===== src/rtl/regfile_dump_reader.sv =====
// Debug reader: walks a register range through a spare read port and streams
// it as a framed byte stream (A5, {idx, 4 data bytes LSB first}*, XOR checksum).
module regfile_dump_reader #(
   parameter int NUM_REGS = 32,
   parameter int ADDR_W   = $clog2(NUM_REGS),
   parameter int DATA_W   = 32
) (
   input  logic              CLK,
   input  logic              RESET,
   input  logic              start_i,
   input  logic [ADDR_W-1:0] first_i,
   input  logic [ADDR_W-1:0] last_i,
   input  logic              abort_i,
   output logic [ADDR_W-1:0] rd_addr_o,
   input  logic [DATA_W-1:0] rd_data_i,
   output logic [7:0]        byte_o,
   output logic              byte_valid_o,
   input  logic              byte_ready_i,
   output logic              busy_o,
   output logic              done_o
);

   localparam int        LP_BYTES = DATA_W / 8;
   localparam logic [7:0] LP_HDR  = 8'hA5;

   typedef enum logic [2:0] {
      S_IDLE, S_HDR, S_LOAD, S_SEND, S_CSUM, S_DONE
   } state_t;

   state_t              r_state;
   logic [ADDR_W-1:0]   r_cur;
   logic [ADDR_W-1:0]   r_last;
   logic [2:0]          r_cnt;
   logic [DATA_W-1:0]   r_shift;
   logic [7:0]          r_csum;
   logic [7:0]          r_byte;
   logic                r_valid;
   logic                r_busy;
   logic                r_done;
   logic                w_xfer;
   logic [7:0]          w_csum_nxt;

   assign w_xfer       = r_valid & byte_ready_i;
   assign w_csum_nxt   = r_csum ^ r_byte;
   assign rd_addr_o    = r_cur;
   assign byte_o       = r_byte;
   assign byte_valid_o = r_valid;
   assign busy_o       = r_busy;
   assign done_o       = r_done;

   always_ff @(posedge CLK or posedge RESET) begin
      if (RESET) begin
         r_state <= S_IDLE;
         r_cur   <= '0;
         r_last  <= '0;
         r_cnt   <= '0;
         r_shift <= '0;
         r_csum  <= '0;
         r_byte  <= '0;
         r_valid <= 1'b0;
         r_busy  <= 1'b0;
         r_done  <= 1'b0;
      end else begin
         r_done <= 1'b0;
         // Abort wins over any handshake in the same cycle; the pending byte is dropped.
         if (r_state != S_IDLE && abort_i) begin
            r_state <= S_IDLE;
            r_valid <= 1'b0;
            r_busy  <= 1'b0;
            r_byte  <= '0;
         end else begin
            case (r_state)
               S_IDLE: begin
                  if (start_i && (first_i <= last_i)) begin
                     r_state <= S_HDR;
                     r_cur   <= first_i;
                     r_last  <= last_i;
                     r_csum  <= '0;
                     r_byte  <= LP_HDR;
                     r_valid <= 1'b1;
                     r_busy  <= 1'b1;
                  end
               end
               S_HDR: begin
                  if (w_xfer) begin
                     r_state <= S_LOAD;
                     r_valid <= 1'b0;
                  end
               end
               S_LOAD: begin
                  r_shift <= rd_data_i;
                  r_cnt   <= '0;
                  r_byte  <= 8'(r_cur);
                  r_valid <= 1'b1;
                  r_state <= S_SEND;
               end
               S_SEND: begin
                  if (w_xfer) begin
                     r_csum <= w_csum_nxt;
                     if (r_cnt != 3'(LP_BYTES)) begin
                        r_cnt   <= r_cnt + 3'd1;
                        r_byte  <= r_shift[7:0];
                        r_shift <= r_shift >> 8;
                     end else if (r_cur != r_last) begin
                        // Compared before incrementing so last=31 never wraps.
                        r_cur   <= r_cur + 1'b1;
                        r_valid <= 1'b0;
                        r_state <= S_LOAD;
                     end else begin
                        r_byte  <= w_csum_nxt;
                        r_state <= S_CSUM;
                     end
                  end
               end
               S_CSUM: begin
                  if (w_xfer) begin
                     r_valid <= 1'b0;
                     r_done  <= 1'b1;
                     r_state <= S_DONE;
                  end
               end
               S_DONE: begin
                  r_busy  <= 1'b0;
                  r_state <= S_IDLE;
               end
               default: begin
                  r_state <= S_IDLE;
                  r_valid <= 1'b0;
                  r_busy  <= 1'b0;
               end
            endcase
         end
      end
   end

endmodule


===== config.mk =====
export PLATFORM = sky130hd
export DESIGN_NAME = regfile_dump_reader
export DESIGN_NICKNAME = d
export VERILOG_FILES = /design/src/rtl/regfile_dump_reader.sv
export SDC_FILE = /design/constraint.sdc
export NUM_CORES = 1
export LEC_CHECK = 0
export ABC_AREA = 1
export CAP_MARGIN = 20
export CORE_MARGIN = 8
export CORE_UTILIZATION = 45
export DETAILED_ROUTE_END_ITERATION = 8
export PLACE_DENSITY = 0.72
export SYNTH_ARGS = -nofsm -noshare
export SYNTH_HDL_FRONTEND = slang
export SYNTH_SLANG_ARGS = --single-unit

===== constraint.sdc =====
create_clock -name CLK -period 1.7 [get_ports CLK]
set_input_delay 0.17 -clock CLK [delete_from_list [all_inputs] [get_ports CLK]]
set_output_delay 0.17 -clock CLK [all_outputs]
set_load 0.03 [all_outputs]

==> results.py, run 1 <==
metrics = {
    "sta": {
        "layout_setup_ws_ns": 0.00711,
        "timing.fmax_mhz": 591,
        "final-setup-viol-count": 0,
        "setup_total_negative_slack_ns": 0,
        "timing_worst_slew_pin_value_ns": 0.330,
        "timing.final.max_slew_violations": 0,
        "rsz0062_at_grt": "true",
        "worst_slew_margin_rel": 0.779,
        "finalClockSkew_ns": 0.0137,
        "finalHoldViolations": 0,
        "finalCritPeriodShare": 0.996,
        "layout_min_cycle_time_ns": 1.69,
    },
    "detailed_routing": {
        "detail-route-antenna-nets": 0,
        "drt-wirelength-per-cell_um": 13.9,
        "firstDrtPassIters": 4,
        "drc_errors": 0,
        "wirelength_um": 9460,
        "routed-via-count": 3471,
        "initialDrtViolationCount": 124,
        "routed_via_density": 5.09,
    },
    "finish": {
        "fin_nets": 630,
        "layout-drive-gt1-share": 0.222,
        "area_growth_pct": 43.1,
        "final_core_utilization": 0.668,
        "ant_diodes": 0,
        "fillerInstances": 639,
    },
    "synth": {
        "netlist_instances": 468,
        "synth.net_count": 523,
        "yosys.cell_types.count": 30,
        "synth_area_leader_cell": "sky130_fd_sc_hd__dfrtp_1",
        "synth-seq-area-share": 0.463,
        "number_of_flops_mapped_to_enable_cells_by_yosys": 0,
        "mappedNetlistArea_um2": 3620,
        "synth_top_area_frac": 0.463,
        "synth-async-reset-ratio": 1.00,
        "synthesis.area_per_instance_um2": 7.75,
        "count_leader_synth": "sky130_fd_sc_hd__nand2_1",
        "yosys_most_used_dff": "sky130_fd_sc_hd__dfrtp_1",
        "synth_common_cells": "146 x sky130_fd_sc_hd__nand2_1, 67 x sky130_fd_sc_hd__dfrtp_1, 53 x sky130_fd_sc_hd__o21ai_0",
        "synth-warning-count": 0,
        "ys_seq_elements": 67,
        "synth_top_cells_by_area": "sky130_fd_sc_hd__dfrtp_1 46%, sky130_fd_sc_hd__nand2_1 15%, sky130_fd_sc_hd__o21ai_0 7.3%",
    },
    "global_route": {
        "grt_use_total": 0.169,
        "grt_antenna_before_repair": 0,
        "globalRouteMet1Util": 0.205,
        "grt_overflow_total": 0,
        "grt_max_degree": 43,
        "grt_most_used_layer": "met2",
        "first_pass_grt_wire_length_um": 15800,
        "number_of_global_route_vias_before_repair": 3468,
        "routing_usage_on_met2": 0.283,
        "globalRouteMet3Util": 0.0536,
    },
    "placed_design": {
        "port_buffers": 62,
        "place_hpwl_um": 6860,
        "place.gp.congestion": 0.864,
        "dpl_ws_ns": -0.469,
    },
    "floorplanning": {
        "starting_utilization_of_the_core_area": 0.467,
        "core_area_um2": 7770,
        "num_io_pins": 63,
        "num_rows": 32,
        "floorplan.die.width_um": 106,
        "fp.dieArea_um2": 11200,
        "fp.dieH_um": 106,
    },
    "critical_path": {
        "worst_path_max_delay_cell": "sky130_fd_sc_hd__dfrtp_1",
        "critPathCaptureType": "flop",
        "critical-path-top-cell-by-count": "sky130_fd_sc_hd__buf_6",
        "worst-r2r-cell-count": 10,
        "critical_path_class": "reg2reg",
        "worstPathMaxFanout": 8,
        "arrival_time_of_the_worst_setup_path_ns": 1.93,
        "cp-start-kind": "flop",
        "cp_data_required_time_ns": 1.94,
        "timing.critical_path.cells": "inv_2, nand2_4, nor2_4, buf_6, inv_6, nor3_4, a21oi_4, buf_6, nand3_2, nand2_1",
        "timing.critical_path.slowest_cell_delay_ns": 0.39,
    },
    "hold_path": {
        "hold_path_class": "in2async",
    },
    "clock_tree": {
        "clk_latency_ns": 0.35,
        "cts_made_buffers": 9,
        "cts_max_level": 3,
        "clock_path_buffers": 2,
        "cts_root_buffer": "sky130_fd_sc_hd__clkbuf_8",
        "worst_setup_hold_path_clk_slew_ns": 0.08,
        "clock-sinks": 67,
        "tritoncts": "built",
    },
    "power": {
        "irDropWorstVdd_uv": 807,
        "power_per_cell_area_nw_per_um2": 1680,
        "power.leakage_nw": 2.49,
    },
    "run_status": {
        "status": "completed",
    },
    "flow_run": {
        "cap_violations": 0,
    },
}
==> flip-flops by register name (all words and copies together), names as in the netlist <==
name,cells
r_state,3
done_o,1
rd_addr_o,5
busy_o,1
r_cnt,3
r_last,5
byte_valid_o,1
r_shift,32
byte_o,8
r_csum,8
==> power breakdown <==
part	switching [mW]	internal [mW]
clock	0.655	0.687
sequential	0.420	2.28
combinational	2.77	1.94
==> worst max-delay path, delay by kind of cell, from the launching register on <==
| kind | cells | cell delay, ns |
|---|---|---|
| AO/OA/AOI/OAI | 1 | 0.09 |
| buffers and inverters | 4 | 0.46 |
| flip-flops | 1 | 0.39 |
| AND/OR/NAND/NOR | 5 | 0.65 |
==> final timing paths <==
check                                  start      endpoint  slack, ns
worst max-delay path              r_state[2]     byte_o[4]      0.007
worst min-delay path                   RESET   r_shift[18]       0.09
worst max register to register    r_state[2]     byte_o[4]      0.007
worst min register to register  byte_valid_o  byte_valid_o       0.50
max in group asynchronous              RESET    r_state[1]       1.12
min in group CLK                   last_i[2]     r_last[2]       0.18
==> per-stage QoR <==
| stage | std cells | total power [mW] | hold slack (ns) | area (um2) |
|---|---|---|---|---|
| floorplan | 468 | 5.32 | 0.243 | 3630 |
| global placement | 655 | 6.69 | 0.467 | 4620 |
| detailed placement | 655 | 6.81 | 0.472 | 4620 |
| CTS | 671 | 8.19 | 0.0895 | 4840 |
| global route | 682 | 9.44 | 0.105 | 5190 |
| finish | 682 | 8.74 | 0.0934 | 5190 |
==> cell type report <==
type / instances / area [um2] / area share
clock inverter: 7 / 76.3 / 0.0147
tap: 102 / 128 / 0.0246
multi-input combinational: 329 / 1860 / 0.359
sequential: 67 / 1680 / 0.324
inverter: 56 / 223 / 0.0429
clock buffer: 9 / 124 / 0.0239
timing repair buffer: 112 / 1090 / 0.211
==> cells in the final DEF (no fill, tap or decap), drive strengths merged <==
cell type      netlist  final
dlygate4sd2          0      4
nor2                26     26
nor4                 1      1
clkdlybuf4s50        0     50
xor2                 7      7
nand3               27     27
dlymetal6s2s         0      8
nand4                2      2
ha                   8      8
a31o                 1      1
o21ai               59     59
a21oi               17     17
o211ai              19     19
a31oi                3      3
clkinvlp             0      4
xnor2                4      4
bufinv               0      1
nor3                 2      2
clkbuf               3     10
inv                 54     55
dfrtp               67     67
o21a                 1      1
nand2              152    152
buf                 13     49
clkinv               2      3
==> metal layers <==
layer  vias to the layer above  wire length (um)
met5                         -                 0
met4                         0               135
met2                        80              4830
met3                        15               425
li1                       1735                 -
met1                      1641              4070
==> logic make-up after synthesis <==
logic type,Yosys count,synth area share
simple gates,210,0.240
compound gates,100,0.162
buf+inv,72,0.0811
flops,67,0.463
xor+xnor,11,0.0266
fa+ha+maj,8,0.0276
==> timing repair <==
action                     CTS  global route
gates resized for setup     11            68
setup endpoints to repair   38            63
hold buffers                 0             0
buffers inserted             0            10
cloned                       0             1
pin swaps                    0            24
Note: power is estimated with default switching activity, not from simulation.
==> run 2, diff against run 1 <==
- CORE_UTILIZATION: 45 -> 33
- PLACE_DENSITY: 0.72 -> 0.56
==> results.py, run 2 (synthesis gave the netlist of run 1 again) <==
metrics = {
    "power": {
        "power.sequential.fraction": 0.302,
        "switching_share": 0.431,
        "power.leakage_nw": 2.49,
        "totalPowerFinal_mw": 8.96,
        "combPwrFrac": 0.545,
        "power.net_switching_mw": 3.87,
        "irDropWorstVdd_uv": 733,
        "clkPwrFrac": 0.152,
        "cell_internal_pwr_mw": 5.10,
        "power_per_cell_area_nw_per_um2": 1710,
    },
    "critical_path": {
        "worstPathMaxFanout": 7,
        "cp-start-kind": "flop",
        "arrival_time_of_the_worst_setup_path_ns": 1.88,
        "critical_path_class": "reg2reg",
        "critPathCaptureType": "flop",
        "cp_data_required_time_ns": 1.93,
    },
    "run_status": {
        "status": "completed",
    },
    "sta": {
        "rsz0062_at_grt": "true",
        "layout_min_cycle_time_ns": 1.65,
        "worst_slew_margin_rel": 0.761,
        "finalClockSkew_ns": 0.00802,
        "finalCritPeriodShare": 0.973,
        "timing.fmax_mhz": 604,
        "timing_worst_slew_pin_value_ns": 0.358,
        "finalHoldViolations": 0,
        "timing.final.max_slew_violations": 0,
        "final-setup-viol-count": 0,
        "fin_worst_hold_slack_ns": 0.0920,
        "layout_setup_ws_ns": 0.0455,
    },
    "finish": {
        "layout-drive-gt1-share": 0.193,
        "largest_register_ffs": 32,
        "area_growth_pct": 44.8,
        "top_register": "r_shift",
        "fillerInstances": 1034,
        "ant_diodes": 0,
        "fin_nets": 629,
        "top_library_cells_by_usage_in_the_layout_fill_and_taps_aside": "141 x sky130_fd_sc_hd__nand2_1, 64 x sky130_fd_sc_hd__dfrtp_1, 52 x sky130_fd_sc_hd__clkdlybuf4s50_1, 44 x sky130_fd_sc_hd__inv_1, 34 x sky130_fd_sc_hd__buf_4",
        "layout.cells.most_common": "sky130_fd_sc_hd__nand2_1",
    },
    "placed_design": {
        "place.gp.congestion": 0.866,
        "place_hpwl_um": 6930,
        "dpl_ws_ns": -0.452,
        "port_buffers": 62,
    },
    "clock_tree": {
        "clock-sinks": 67,
        "holdBufCountCts": 0,
        "worst_setup_hold_path_clk_slew_ns": 0.08,
        "cts_root_buffer": "sky130_fd_sc_hd__clkbuf_8",
        "clock_path_buffers": 2,
        "cts_made_buffers": 9,
        "clk_latency_ns": 0.35,
        "cts_max_level": 3,
        "tritoncts": "built",
    },
    "global_route": {
        "number_of_global_route_vias_before_repair": 3210,
        "grt_max_degree": 68,
        "grt_use_total": 0.132,
        "grt_antenna_before_repair": 0,
        "grt_overflow_total": 0,
        "first_pass_grt_wire_length_um": 15600,
    },
    "detailed_routing": {
        "routed_via_density": 4.66,
        "wirelength_um": 10100,
        "detail-route-antenna-nets": 0,
        "routed-via-count": 3347,
        "firstDrtPassIters": 4,
        "drt-wirelength-per-cell_um": 14.1,
        "drc_errors": 0,
        "initialDrtViolationCount": 202,
    },
    "floorplanning": {
        "starting_utilization_of_the_core_area": 0.336,
        "num_io_pins": 63,
        "fp.dieH_um": 121,
        "core_area_um2": 10800,
        "num_rows": 38,
        "fp.dieArea_um2": 14600,
        "floorplan.die.width_um": 121,
    },
    "flow_run": {
        "cap_violations": 0,
    },
    "hold_path": {
        "hold_path_class": "in2reg",
    },
}
run 2: changes by cell type in the layout (fill, tap and decap cells not counted), sizes merged:
cell / previous run / this run
inv: 55 / 56
buf: 49 / 44
clkdlybuf4s50: 50 / 52
clkbuf: 10 / 14
dlygate4sd2: 4 / 3
clkinvlp: 4 / 3
dlymetal6s2s: 8 / 7
run 2: timing repair:
| item | 4_1_cts | 5_1_grt |
|---|---|---|
| endpoints found under the setup margin | 32 | 64 |
| resized for setup | 14 | 59 |
| buffers inserted | 0 | 8 |
| pin swaps | 3 | 9 |
| cloned | 1 | 5 |
run 2: per-layer routing:
metal | up-vias | part of all wire | routed length [um] | global-route usage
met5 | - | 0 | 0 | 0
met4 | 0 | 0.0086 | 87 | 0.0461
met3 | 7 | 0.037 | 375 | 0.0298
met2 | 62 | 0.48 | 4910 | 0.207
met1 | 1550 | 0.47 | 4750 | 0.175
li1 | 1728 | - | - | -
run 2: power by group through the flow:
stage          clock (mW)  combinational [mW]  sequential (mW)
3_3_place_gp            0                4.14             2.70
3_5_place_dp            0                4.16             2.72
4_1_cts              1.39                4.23             2.69
6_report             1.36                4.89             2.71
2_1_floorplan           0                2.36             2.96
5_1_grt              1.48                5.39             2.78
run 2: cell type report:
cell class / instances / area, um2 / area share
sequential: 67 / 1680 / 0.320
multi-input combinational: 329 / 1800 / 0.342
clock inverter: 7 / 73.8 / 0.0141
timing repair buffer: 111 / 1180 / 0.225
inverter: 56 / 220 / 0.0420
clock buffer: 9 / 124 / 0.0236
tap: 140 / 175 / 0.0334
run 2: path summary, 6_finish.rpt:
kind                             from            to  slack, ns  cells past startpoint
max in group asynchronous       RESET  rd_addr_o[2]       1.13                      3
setup reg to reg           r_state[2]   r_shift[11]       0.05                     10
hold reg to reg                busy_o        busy_o       0.49                      2
setup / recovery           r_state[2]   r_shift[11]       0.05                     10
hold / removal              last_i[1]     r_last[1]       0.09                      3
min in group asynchronous       RESET     byte_o[6]       0.27                      3
run 2: worst max-delay path, cell delays in order (launching register included):
cell                       delay (ns)
sky130_fd_sc_hd__dfrtp_1         0.40
sky130_fd_sc_hd__inv_2           0.08
sky130_fd_sc_hd__nand2_4         0.06
sky130_fd_sc_hd__nor2_4          0.24
sky130_fd_sc_hd__nand2_2         0.13
sky130_fd_sc_hd__nand2_4         0.11
sky130_fd_sc_hd__a21oi_4         0.05
sky130_fd_sc_hd__buf_6           0.14
sky130_fd_sc_hd__buf_12          0.13
sky130_fd_sc_hd__o211ai_1        0.08
sky130_fd_sc_hd__o21ai_0         0.11
run 2: stage by stage:
stage          instances  setup TNS [ns]  instance area [um2]   util
2_1_floorplan        468               0                 3630      -
3_3_place_gp         689          -11.21                 4670  0.432
3_5_place_dp         689          -12.39                 4670  0.432
4_1_cts              706               0                 4900  0.454
5_1_grt              719          -0.283                 5250  0.486
6_report             719               0                 5250  0.486
==> run 3, diff against run 2 <==
- HOLD_SLACK_MARGIN: unset -> 0.06
==> results of run 3 <==
Final layout, timing and power as in run 2 (identical DEF).
==> RTL edit 1, RTL diff (config.mk and constraints of run 1) <==
The parameter `DATA_W` goes from 32 to 64.
--- a/src/rtl/regfile_dump_reader.sv
+++ b/src/rtl/regfile_dump_reader.sv
@@ -4,5 +4,5 @@
    parameter int NUM_REGS = 32,
    parameter int ADDR_W   = $clog2(NUM_REGS),
-   parameter int DATA_W   = 32
+   parameter int DATA_W   = 64
 ) (
    input  logic              CLK,
Interface: changed (resized rd_data_i); port bits go from 63 to 95. No check against the original RTL was run, so the function may have changed too.
==> RTL edit 1 against run 1 <==
The run now ends with negative setup slack left; sequential cell count rose by 32; design area rose by 46%; first-iteration DRC count rose by 150%; synthesized cell count rose by 39%; power rose by 52%; combinational power rose by 54%; worst setup slack got worse by 0.051 ns; clock power rose by 52%; area after synthesis rose by 43%; wire length rose by 62%.
==> RTL edit 1: results (changes against run 1) <==
Status
  – Status: finished with violations
  – Failing checks: negative setup slack

Critical path
  – Crit path DAT: 1.99 ns (+0.06 ns)
  – Cells on worst reg2reg path: 11 (+1)
  – Setup slack, reg-to-reg: -0.04 ns (-0.05 ns)
  – Worst R2R End: r_shift[6]
  – Kind of critical path: register to register
  – Reg-to-reg startpoint: r_cnt[0]

Synthesis
  – Synth unique cells: 36 (+20%)
  – Syn_nets: 737 (+41%)
  – Sequential element share of the synthesized area: 0.476 (+0.0139)
  – Syn. warnings: 0 (unchanged)
  – Synth Area per Inst: 8.00 um2 (+3.3%)
  – Synth top area cells: dfrtp_1, nand2_1, o21ai_0
  – Synth top cells by count: nand2_1, dfrtp_1, inv_1, o21ai_0, o211ai_1
  – FFs w/ async S/R, synth: 1.00 (unchanged)

Finish
  – Number of flip-flops in the largest register: 64 (+100%)
  – Nets: 884 (+40%)
  – Antenna Cells: 0 (unchanged)
  – Layout cell share with drive strength beyond 1: 0.195 (-0.0279)
  – Final Instance Count excl. Fillers: 945 (+39%)

GRT
  – Met1 Resource Use GR: 0.236 (+0.0309)
  – GR Layer Usage met2: 0.324 (+0.0411)
  – Vias in the first global route: 4914 (+42%)
  – Global-route wire length before repair: 23200 um (+47%)
  – Initial antenna violation count: 0 (unchanged)
  – Met3 GRT Util: 0.0416 (-0.0120)
  – Tot GR Track Use: 0.193 (+0.0237)
  – Largest net degree at the start of global routing: 99 (+130%)

Place
  – GPL Wtd Cong: 0.874 (+1.1%)
  – Pre-CTS setup slack: -0.524 ns (-0.0549 ns)
  – DPL Wire Length: 10200 um (+49%)
  – Cells after DPL: 902 (+38%)
  – # port buffers: 94 (+52%)

Detailed routing
  – Vias per Instance: 5.25 (+3.1%)
  – Drt wl/cell: 16.2 um (+17%)
  – DR DRC count: 0 (unchanged)
  – DRT Pass-1 Iters: 4 (unchanged)
  – Number of DRC markers in iteration 0: 304 (+150%)

Clock tree
  – Root Buffer: clkbuf_16
  – Cts bufs inserted: 9 (unchanged)
  – Number of H-tree levels: 3 (unchanged)
  – Worst-Skew Late Latency: between 0.3 and 0.4 ns
  – Max Buffers Root-to-Sink: 2 (unchanged)

Timing
  – Tightest Pin Transition: 0.378 ns (+0.0483 ns)
  – Final setup fails: 18 (+18)
  – Final worst slack: -0.0437 ns (-0.0508 ns)
  – Worst Skew: 0.00616 ns (-0.00756 ns)

Power
  – Worst IR drop on VDD: 892 uV (+11%)
  – Pleak: 3.39 nW (+36%)
RTL edit 1: changes by cell type after synthesis, sizes merged, moves of 7 or more:
cell / before / now
nor2: 26 / 35
nand4: 2 / 9
inv: 54 / 96
dfrtp: 67 / 99
nand3: 27 / 20
clkbuf: 3 / 14
o211ai: 19 / 47
o21ai: 59 / 88
nand2: 152 / 176
RTL edit 1: cell type report:
type                       count  area [um2]
multi-input combinational    424        2460
inverter                      97         370
fill                         875        3770
clock buffer                  12         246
clock inverter                 4        50.0
tap                          143         179
timing repair buffer         166        1810
sequential                    99        2480
RTL edit 1: how the worst min path moves through the flow:
| stage | cells after the start | startpoint | endpoint | slack (ns) |
|---|---|---|---|---|
| after floorplan | 1 | abort_i | done_o | 0.24 |
| after global placement | 2 | RESET | r_shift[1] | 0.45 |
| after detailed placement | 2 | RESET | r_shift[1] | 0.46 |
| after CTS | 2 | RESET | r_shift[1] | 0.10 |
| after global routing | 2 | RESET | r_shift[1] | 0.12 |
| final | 2 | RESET | r_shift[1] | 0.11 |
RTL edit 1: kinds of logic (layout without fill, tap and decap cells):
kind of cell / Yosys count / in the layout / share of synthesized area
adders and majority gates: 8 / 8 / 0.0193
xor gates and xnor gates: 12 / 12 / 0.0202
DFF: 99 / 99 / 0.476
buffers and inverters: 127 / 279 / 0.0994
and+or+nand+nor: 243 / 243 / 0.196
AOI/OAI and AO/OA: 161 / 161 / 0.188
RTL edit 1: critical path: stages (launching register included):
cell and delay [ns]:
dfrtp_1 0.39, inv_2 0.07, ha_4 0.15, inv_2 0.06, nor2_4 0.05, nor2_4 0.13, inv_2 0.07, a21oi_4 0.18
buf_12 0.19, clkbuf_16 0.17, nor2_4 0.03, a31oi_1 0.17
RTL edit 1: power breakdown:
group          internal (W)  switching [W]
clock network       0.00118       0.000860
logic               0.00322        0.00403
registers           0.00340       0.000568
total               0.00779        0.00546
RTL edit 1: timing repair:
item	in CTS	in global routing
buffers inserted	11	8
gates resized for setup	38	91
pin swaps	11	11
hold buffers	0	0
setup endpoints to repair	66	84
cloned	4	5
RTL edit 1: metrics by stage:
stage | cell area [um2] | total power, W | TNS, ns | util
finish | 7600 | 0.0133 | -0.362 | 0.669
detailed placement | 6660 | 0.00960 | -14.13 | 0.585
CTS | 7200 | 0.0122 | 0 | 0.633
global placement | 6660 | 0.00936 | -11.12 | 0.585
floorplan | 5220 | 0.00751 | 0 | -
global route | 7600 | 0.0142 | -3.39 | 0.669
RTL edit 1: metal layers:
layer | routed length, um | part of all wire
met3 | 789 | 0.051
met1 | 6410 | 0.42
met4 | 308 | 0.020
met5 | 0 | 0
met2 | 7820 | 0.51
==> RTL edit 2, RTL diff (config.mk and constraints of run 1) <==
Made on the original files. Encoding of `state_t`: now one-hot (6 bits for 6 states).
--- a/src/rtl/regfile_dump_reader.sv
+++ b/src/rtl/regfile_dump_reader.sv
@@ -24,6 +24,6 @@
    localparam logic [7:0] LP_HDR  = 8'hA5;
 
-   typedef enum logic [2:0] {
-      S_IDLE, S_HDR, S_LOAD, S_SEND, S_CSUM, S_DONE
+   typedef enum logic [5:0] {
+      S_IDLE = 6'b000001, S_HDR = 6'b000010, S_LOAD = 6'b000100, S_SEND = 6'b001000, S_CSUM = 6'b010000, S_DONE = 6'b100000
    } state_t;
 
Behaviour: no difference found for any inputs over 10 cycles, from zero or initial values and one cycle with RESET high; not proved beyond that.
==> RTL edit 2 against run 1 <==
The flow now finishes with violations (negative setup slack); worst setup slack worse by 0.14 ns; global-route usage is 0.13 points higher; area after synthesis is 0.79% higher; wire length is 15% higher; sequential cell count is 3 higher; sequential power is 6% higher; core utilization is 0.92 points higher; critical path depth stayed put; power is 6.5% lower; design area is 5.1% higher; largest cell class unchanged.
==> RTL edit 2: results (changes against run 1) <==
Status
  – Status: finished with violations
  – Failing checks: negative setup slack

Synthesis
  – Post-Synth XOR/XNOR Area: 0.0360 (+0.00938)
  – Synth top cells by count: nand2_1, nor2_1, dfrtp_1, inv_1
  – Sequential element share of the synthesized area: 0.480 (+0.0172)
  – Synth Instances: 460 (-1.7%)
  – Syn_nets: 515 (-1.5%)
  – Synth unique cells: 31 (+3.3%)

Detailed routing
  – DR WL met3: 587 um (+38%)
  – Via count: 3622 (+4.4%)
  – Met2 wire length: 5540 um (+15%)

Timing
  – WHS: 0.179 ns (+0.0855 ns)
  – Final setup fails: 47 (+47)
  – Final worst slack: -0.130 ns (-0.137 ns)

Finish
  – Layout cell share with drive strength beyond 1: 0.263 (+0.0404)

Power
  – Pleak: 2.69 nW (+8.2%)
  – Comb power frac: 0.470 (-0.068)

GRT
  – Vias in the first global route: 3364 (-3.0%)
  – Tot GR Track Use: 0.170 (+0.00129)
  – Met3 GRT Util: 0.0363 (-0.0173)
  – Largest net degree at the start of global routing: 37 (-14%)

Critical path
  – Setup slack, reg-to-reg: -0.13 ns (-0.14 ns)
  – Setup crit end: r_shift[15]
  – Reg-to-reg startpoint: r_state[0]

Place
  – GPL Wtd Cong: 0.875 (+1.2%)
==> RTL edit 2: repair_timing <==
| action | 4_1_cts | 5_1_grt |
|---|---|---|
| resized for setup | 14 | 85 |
| endpoints found under the hold margin | 0 | 0 |
| cloned | 0 | 7 |
| endpoints found under the setup margin | 55 | 63 |
| buffers inserted | 0 | 11 |
| pin swaps | 1 | 10 |
==> RTL edit 2: area by class of cell <==
type,count,area [um2]
repair buffers,125,1240
inverters,42,164
clock buffers,10,128
multi-input cells,333,1950
well taps,105,131
clock inverters,6,86.3
fillers,639,2600
flip-flops and latches,70,1750
==> RTL edit 2: worst max-delay path: stages, from the launching register on <==
cell,delay [ns]
dfstp_2,0.58
inv_2,0.04
nor2_2,0.10
nand3_2,0.09
nand2_4,0.11
o21ai_4,0.07
a21oi_4,0.21
nand2_4,0.13
buf_6,0.16
nor2_1,0.13
nor2_1,0.08
